--- config.mk ---
export PLATFORM = sky130hd
export DESIGN_NAME = sdram_refresh_scheduler
export DESIGN_NICKNAME = d
export VERILOG_FILES = /design/src/rtl/sdram_refresh_scheduler.sv
export SDC_FILE = /design/constraint.sdc
export NUM_CORES = 1
export LEC_CHECK = 0
export ABC_AREA = 1
export CAP_MARGIN = 20
export CELL_PAD_IN_SITES_DETAIL_PLACEMENT = 1
export CELL_PAD_IN_SITES_GLOBAL_PLACEMENT = 1
export CORE_MARGIN = 8
export CORE_UTILIZATION = 35
export CTS_BUF_LIST = sky130_fd_sc_hd__clkbuf_4 sky130_fd_sc_hd__clkbuf_8
export DETAILED_ROUTE_END_ITERATION = 10
export PLACE_DENSITY_LB_ADDON = 0.12
export SKIP_LAST_GASP = 1
export SLEW_MARGIN = 20
export SYNTH_ARGS = -nofsm -noshare
export SYNTH_HDL_FRONTEND = slang
export SYNTH_SLANG_ARGS = --single-unit
--- constraint.sdc ---
create_clock -name clk -period 1.6 [get_ports clk]
set_input_delay 0.32 -clock clk [delete_from_list [all_inputs] [get_ports clk]]
set_output_delay 0.32 -clock clk [all_outputs]
set_load 0.005 [all_outputs]
--- src/rtl/sdram_refresh_scheduler.sv ---
// sdram_refresh_scheduler: defers SDRAM auto-refresh behind host traffic until the pending count becomes urgent
module sdram_refresh_scheduler #(
  parameter int TRP_CYC   = 3,
  parameter int TRFC_CYC  = 9,
  parameter int MAX_PEND  = 8,
  parameter int URGENT_TH = 4
) (
  input  logic       clk,
  input  logic       reset_n,
  input  logic       ref_int,
  input  logic       host_req,
  input  logic       host_busy,
  output logic       host_gnt,
  output logic       cmd_valid,
  output logic [1:0] cmd,
  output logic       refresh_active,
  output logic [3:0] pend_cnt,
  output logic       overflow
);
  typedef enum logic [2:0] {IDLE, PRECH, WAIT_RP, AREF, WAIT_RFC} state_t;
  localparam logic [3:0] RP_LOAD  = 4'(TRP_CYC - 2);
  localparam logic [3:0] RFC_LOAD = 4'(TRFC_CYC - 2);
  localparam logic [3:0] MAX      = 4'(MAX_PEND);
  localparam logic [3:0] URG      = 4'(URGENT_TH);
  state_t     state;
  logic [3:0] wait_cnt;
  logic       start_ref;
  assign start_ref = state == IDLE && pend_cnt != 4'd0 && !host_busy && (!host_req || pend_cnt >= URG);
  assign host_gnt  = state == IDLE && host_req && !start_ref;
  // Wait counters load N-2 so the PRECH/AREF cycle plus the wait span exactly N cycles.
  always_ff @(posedge clk or negedge reset_n) begin
    if (!reset_n) begin
      state          <= IDLE;
      wait_cnt       <= 4'd0;
      cmd            <= 2'b00;
      cmd_valid      <= 1'b0;
      refresh_active <= 1'b0;
    end else begin
      case (state)
        IDLE: if (start_ref) begin
          state          <= PRECH;
          cmd            <= 2'b01;
          cmd_valid      <= 1'b1;
          refresh_active <= 1'b1;
        end
        PRECH: begin
          state    <= WAIT_RP;
          wait_cnt <= RP_LOAD;
          cmd      <= 2'b00;
        end
        WAIT_RP: if (wait_cnt == 4'd0) begin
          state <= AREF;
          cmd   <= 2'b10;
        end else wait_cnt <= wait_cnt - 4'd1;
        AREF: begin
          state    <= WAIT_RFC;
          wait_cnt <= RFC_LOAD;
          cmd      <= 2'b00;
        end
        WAIT_RFC: if (wait_cnt != 4'd0) wait_cnt <= wait_cnt - 4'd1;
        else if (pend_cnt >= URG) begin
          state <= AREF;
          cmd   <= 2'b10;
        end else begin
          state          <= IDLE;
          cmd_valid      <= 1'b0;
          refresh_active <= 1'b0;
        end
        default: begin
          state          <= IDLE;
          wait_cnt       <= 4'd0;
          cmd            <= 2'b00;
          cmd_valid      <= 1'b0;
          refresh_active <= 1'b0;
        end
      endcase
    end
  end
  always_ff @(posedge clk or negedge reset_n) begin
    if (!reset_n) begin
      pend_cnt <= 4'd0;
      overflow <= 1'b0;
    end else if (ref_int && state != AREF) begin
      if (pend_cnt == MAX) overflow <= 1'b1;
      else pend_cnt <= pend_cnt + 4'd1;
    end else if (!ref_int && state == AREF && pend_cnt != 4'd0) pend_cnt <= pend_cnt - 4'd1;
  end
endmodule

==> flow_metrics.env <==
export IMPL_outcome="finished, violations left"
export IMPL_failed_checks="negative setup slack"
export IMPL_postSynthNetCount=133
export IMPL_antennaDiodeCount=0
export IMPL_path_cells="inv_2, nand3_4, nand2_4, ha_4, nand2_2, nand2_2, o21ai_2, nand3_1, nand2_1, nand2_1"
export IMPL_crit_path_end_kind="flip-flop"
export IMPL_total_leakage_power_uw=0.000728
export IMPL_yosys_cell_types_count=16
export IMPL_cp_data_required_time_ps=1770
export IMPL_mappedNetlistArea_um2=910
export IMPL_worst_slew_pin_slew_ps=328
export IMPL_clock_skew_ps=4.36
export IMPL_hold_ws_ps=346
export IMPL_via_count=966
export IMPL_gr_usage_all_layers_pct=13.7
export IMPL_timing_final_hold_violations=0
export IMPL_total_power_uw=3150
export IMPL_path_clk_slew_ps=100
export IMPL_gp_congestion=0.794
export IMPL_drtAntennaViolNets=0
export IMPL_dp_worst_setup_slack_ps=-351
export IMPL_ffs_latches_synth=15
export IMPL_drt_first_pass_iters=4
export IMPL_placement_rows=18
export IMPL_setup_reg_to_reg_worst_slack_ps=-30
export IMPL_critical_path_slowest_cell="sky130_fd_sc_hd__dfrtp_1"
export IMPL_global_route_overflow_total=0
export IMPL_avgViaCountPerCell=5.01
export IMPL_drc=0
export IMPL_root_buffer="sky130_fd_sc_hd__clkbuf_4"
export IMPL_startpoint_type="flip-flop"
export IMPL_critical_path_max_stage_delay_ps=400
export IMPL_grt_setup_unrepaired="yes"
export IMPL_die_x_um=67.0
export IMPL_numClockSinks=15
export IMPL_layout_drive_gt1_share_pct=32.5
export IMPL_number_of_max_slew_violations_in_the_final_report=0
export IMPL_grt_start_max_net_pins=16
export IMPL_r2r_start="state[2]$_DFFE_PN0P_"
export IMPL_dieHeight_um=67.0
export IMPL_p_clk_share_pct=7.6
export IMPL_critical_path_top_delay_family="simple AND/OR/NAND/NOR gates"
export IMPL_numCtsBuffers=3
export IMPL_power_share_switching_pct=45.9
export IMPL_finalSetupViolations=2
export IMPL_detail_route_iter0_violations=51
export IMPL_final_instance_count_excl_fill=193
export IMPL_ff2ff_path_depth=10
export IMPL_syn_to_final_growth_pct=55.3
export IMPL_worstSetupPathDepth=10
export IMPL_postSynthCellCount=123
export IMPL_timing_worst_setup_path_type="flip-flop to flip-flop"
export IMPL_synth_sequential_area_ratio_pct=41.3
export IMPL_grt_antenna_before_repair=0
export IMPL_io_buffers=14
export IMPL_fp_dieArea_um2=4490
export IMPL_design_portCount=15
export IMPL_via_count_of_the_first_global_routing_pass=1032
export IMPL_crit_path_time_final_ps=1630
export IMPL_ctsHoldBuffers=0
export IMPL_min_delay_path_class="input port to async pin"
export IMPL_synth_area_per_cell_um2=7.40
export IMPL_reg2reg_to="pend_cnt[3]$_DFFE_PN0P_"
export IMPL_layout_worst_path_cycle_share_pct=102
export IMPL_cap_viol_max_count=0
export IMPL_seq_power_share_pct=22.4
export IMPL_maxClockFrequency_ghz=0.613
export IMPL_power_ir_vdd_worst_mv=1.21
export IMPL_worst_path_buf_inv=1
export IMPL_global_route_wire_length_before_repair_um=4760
export IMPL_final_core_util_pct=57.0
export IMPL_clockBufferDepth=2
export IMPL_avgRoutedWirePerCell_um=15.6
export IMPL_slew_headroom_pct=78.1
export IMPL_ys_warn_count=0
export IMPL_cts_tree="done"
export IMPL_p_int_uw=1710
export IMPL_net_switching_power_uw=1440
export IMPL_cts_max_level=1
export IMPL_comb_power_share_pct=70.0
export IMPL_start_util_pct=36.7
export IMPL_placed_cells=185
export IMPL_final_nets=174
export IMPL_post_route_worst_setup_slack_ps=-32.3
export IMPL_cp_max_fo=4
export IMPL_placeableCoreArea_um2=2480
export IMPL_clock_insertion_delay_worst_skew_ps=280
export IMPL_post_dp_hpwl_um=2180
export IMPL_cp_arrival_ps=1810
export IMPL_routed_wl_um=3010
export IMPL_p_per_area_nw_per_um2=2230
registers in the layout, summed over array words and instances (netlist names):
register        cells
cmd                 2
pend_cnt            4
overflow            1
refresh_active      1
wait_cnt            4
state               3
cell usage in the layout, fill, tap and decap left out, types with 2 or more instances in the layout:
master,n
sky130_fd_sc_hd__o21ai_0,9
sky130_fd_sc_hd__ha_4,2
sky130_fd_sc_hd__dlymetal6s2s_1,2
sky130_fd_sc_hd__nand3_1,12
sky130_fd_sc_hd__nand2_4,3
sky130_fd_sc_hd__ha_1,2
sky130_fd_sc_hd__clkdlybuf4s50_1,8
sky130_fd_sc_hd__dfrtp_1,15
sky130_fd_sc_hd__nand2_2,6
sky130_fd_sc_hd__dlygate4sd2_1,3
sky130_fd_sc_hd__xor2_1,2
sky130_fd_sc_hd__clkbuf_4,4
sky130_fd_sc_hd__nand2_1,25
sky130_fd_sc_hd__nor2_1,8
sky130_fd_sc_hd__a21oi_1,5
sky130_fd_sc_hd__nand4_1,3
sky130_fd_sc_hd__buf_6,2
sky130_fd_sc_hd__nor2_4,4
sky130_fd_sc_hd__buf_4,21
sky130_fd_sc_hd__inv_2,3
sky130_fd_sc_hd__inv_1,15
sky130_fd_sc_hd__nand3_2,2
logic make-up (layout without fill, tap and decap cells):
kind of cell             Yosys count  after routing  share of synthesized area, %
AND/OR/NAND/NOR                   64             64                          29.6
AO/OA/AOI/OAI                     17             17                          10.3
buffers and inverters             19             59                          8.25
flip-flops                        15             15                          41.3
adder cells (fa/ha/maj)            5              5                          7.70
XOR/XNOR                           3              3                          2.89
power groups by stage:
| stage | Combinational (uW) | Clock, uW | Sequential, uW |
|---|---|---|---|
| finish | 2200 | 239 | 707 |
| global route | 2440 | 268 | 723 |
| CTS | 1870 | 248 | 672 |
| detailed placement | 1830 | 0 | 666 |
| global placement | 1740 | 0 | 659 |
| floorplan | 937 | 0 | 719 |
worst reg2reg max path: stages, from the launching register on:
cell and delay, ps:
sky130_fd_sc_hd__dfrtp_1 400, sky130_fd_sc_hd__inv_2 130, sky130_fd_sc_hd__nand3_4 110, sky130_fd_sc_hd__nand2_4 120, sky130_fd_sc_hd__ha_4 230, sky130_fd_sc_hd__nand2_2 70
sky130_fd_sc_hd__nand2_2 60, sky130_fd_sc_hd__o21ai_2 150, sky130_fd_sc_hd__nand3_1 110, sky130_fd_sc_hd__nand2_1 90, sky130_fd_sc_hd__nand2_1 60
per-stage QoR:
stage               setup TNS [ps]  instance area, um2
floorplan                        0                 912
global route                  -394                1410
finish                       -42.5                1410
CTS                           -214                1280
detailed placement           -1090                1220
global placement              -926                1220
cell type report:
| type | instances | area (um2) |
|---|---|---|
| well taps | 30 | 37.5 |
| clock buffers | 4 | 30.0 |
| fillers | 318 | 1060 |
| repair buffers | 37 | 317 |
| multi-input cells | 89 | 586 |
| inverters | 18 | 67.6 |
| flip-flops and latches | 15 | 375 |
worst max path at each step:
stage	from	endpoint	slack, ps
3_5_place_dp	host_req	host_gnt	-350
6_report	state[2]$_DFFE_PN0P_	pend_cnt[3]$_DFFE_PN0P_	-30
2_1_floorplan	state[2]$_DFFE_PN0P_	pend_cnt[3]$_DFFE_PN0P_	30
4_1_cts	pend_cnt[2]$_DFFE_PN0P_	host_gnt	-120
5_1_grt	state[2]$_DFFE_PN0P_	pend_cnt[3]$_DFFE_PN0P_	-120
3_3_place_gp	host_req	host_gnt	-300
cells in the mapped netlist:
library cell,count,area (um2)
sky130_fd_sc_hd__nand4_1,3,18.8
sky130_fd_sc_hd__nor2_1,12,45.0
sky130_fd_sc_hd__nand2_2,1,6.26
sky130_fd_sc_hd__xnor2_1,1,8.76
sky130_fd_sc_hd__xor2_1,2,17.5
sky130_fd_sc_hd__nand2_1,33,124
sky130_fd_sc_hd__nand3_1,15,75.1
sky130_fd_sc_hd__dfrtp_1,15,375
sky130_fd_sc_hd__inv_1,18,67.6
sky130_fd_sc_hd__o21bai_1,1,7.51
sky130_fd_sc_hd__a21oi_1,5,25.0
sky130_fd_sc_hd__o21ai_0,10,50.1
sky130_fd_sc_hd__o21bai_2,1,11.3
sky130_fd_sc_hd__fa_1,1,20.0
sky130_fd_sc_hd__ha_1,4,50.1
sky130_fd_sc_hd__buf_4,1,7.51
per-layer routing:
metal	vias up	global-route usage [%]	part of all wire, %
li1	474	-	-
met1	485	15.1	41
met2	5	25.6	57
met3	2	2.52	1.2
met4	0	3.92	0.50
met5	-	0	0
timing repair:
item                                    in CTS  in global routing
resized for setup                           10                 30
setup buffers                                2                  3
endpoints found under the setup margin       6                  4
pin swaps                                    3                 14
No activity file was read; power rests on OpenSTA's default activity.
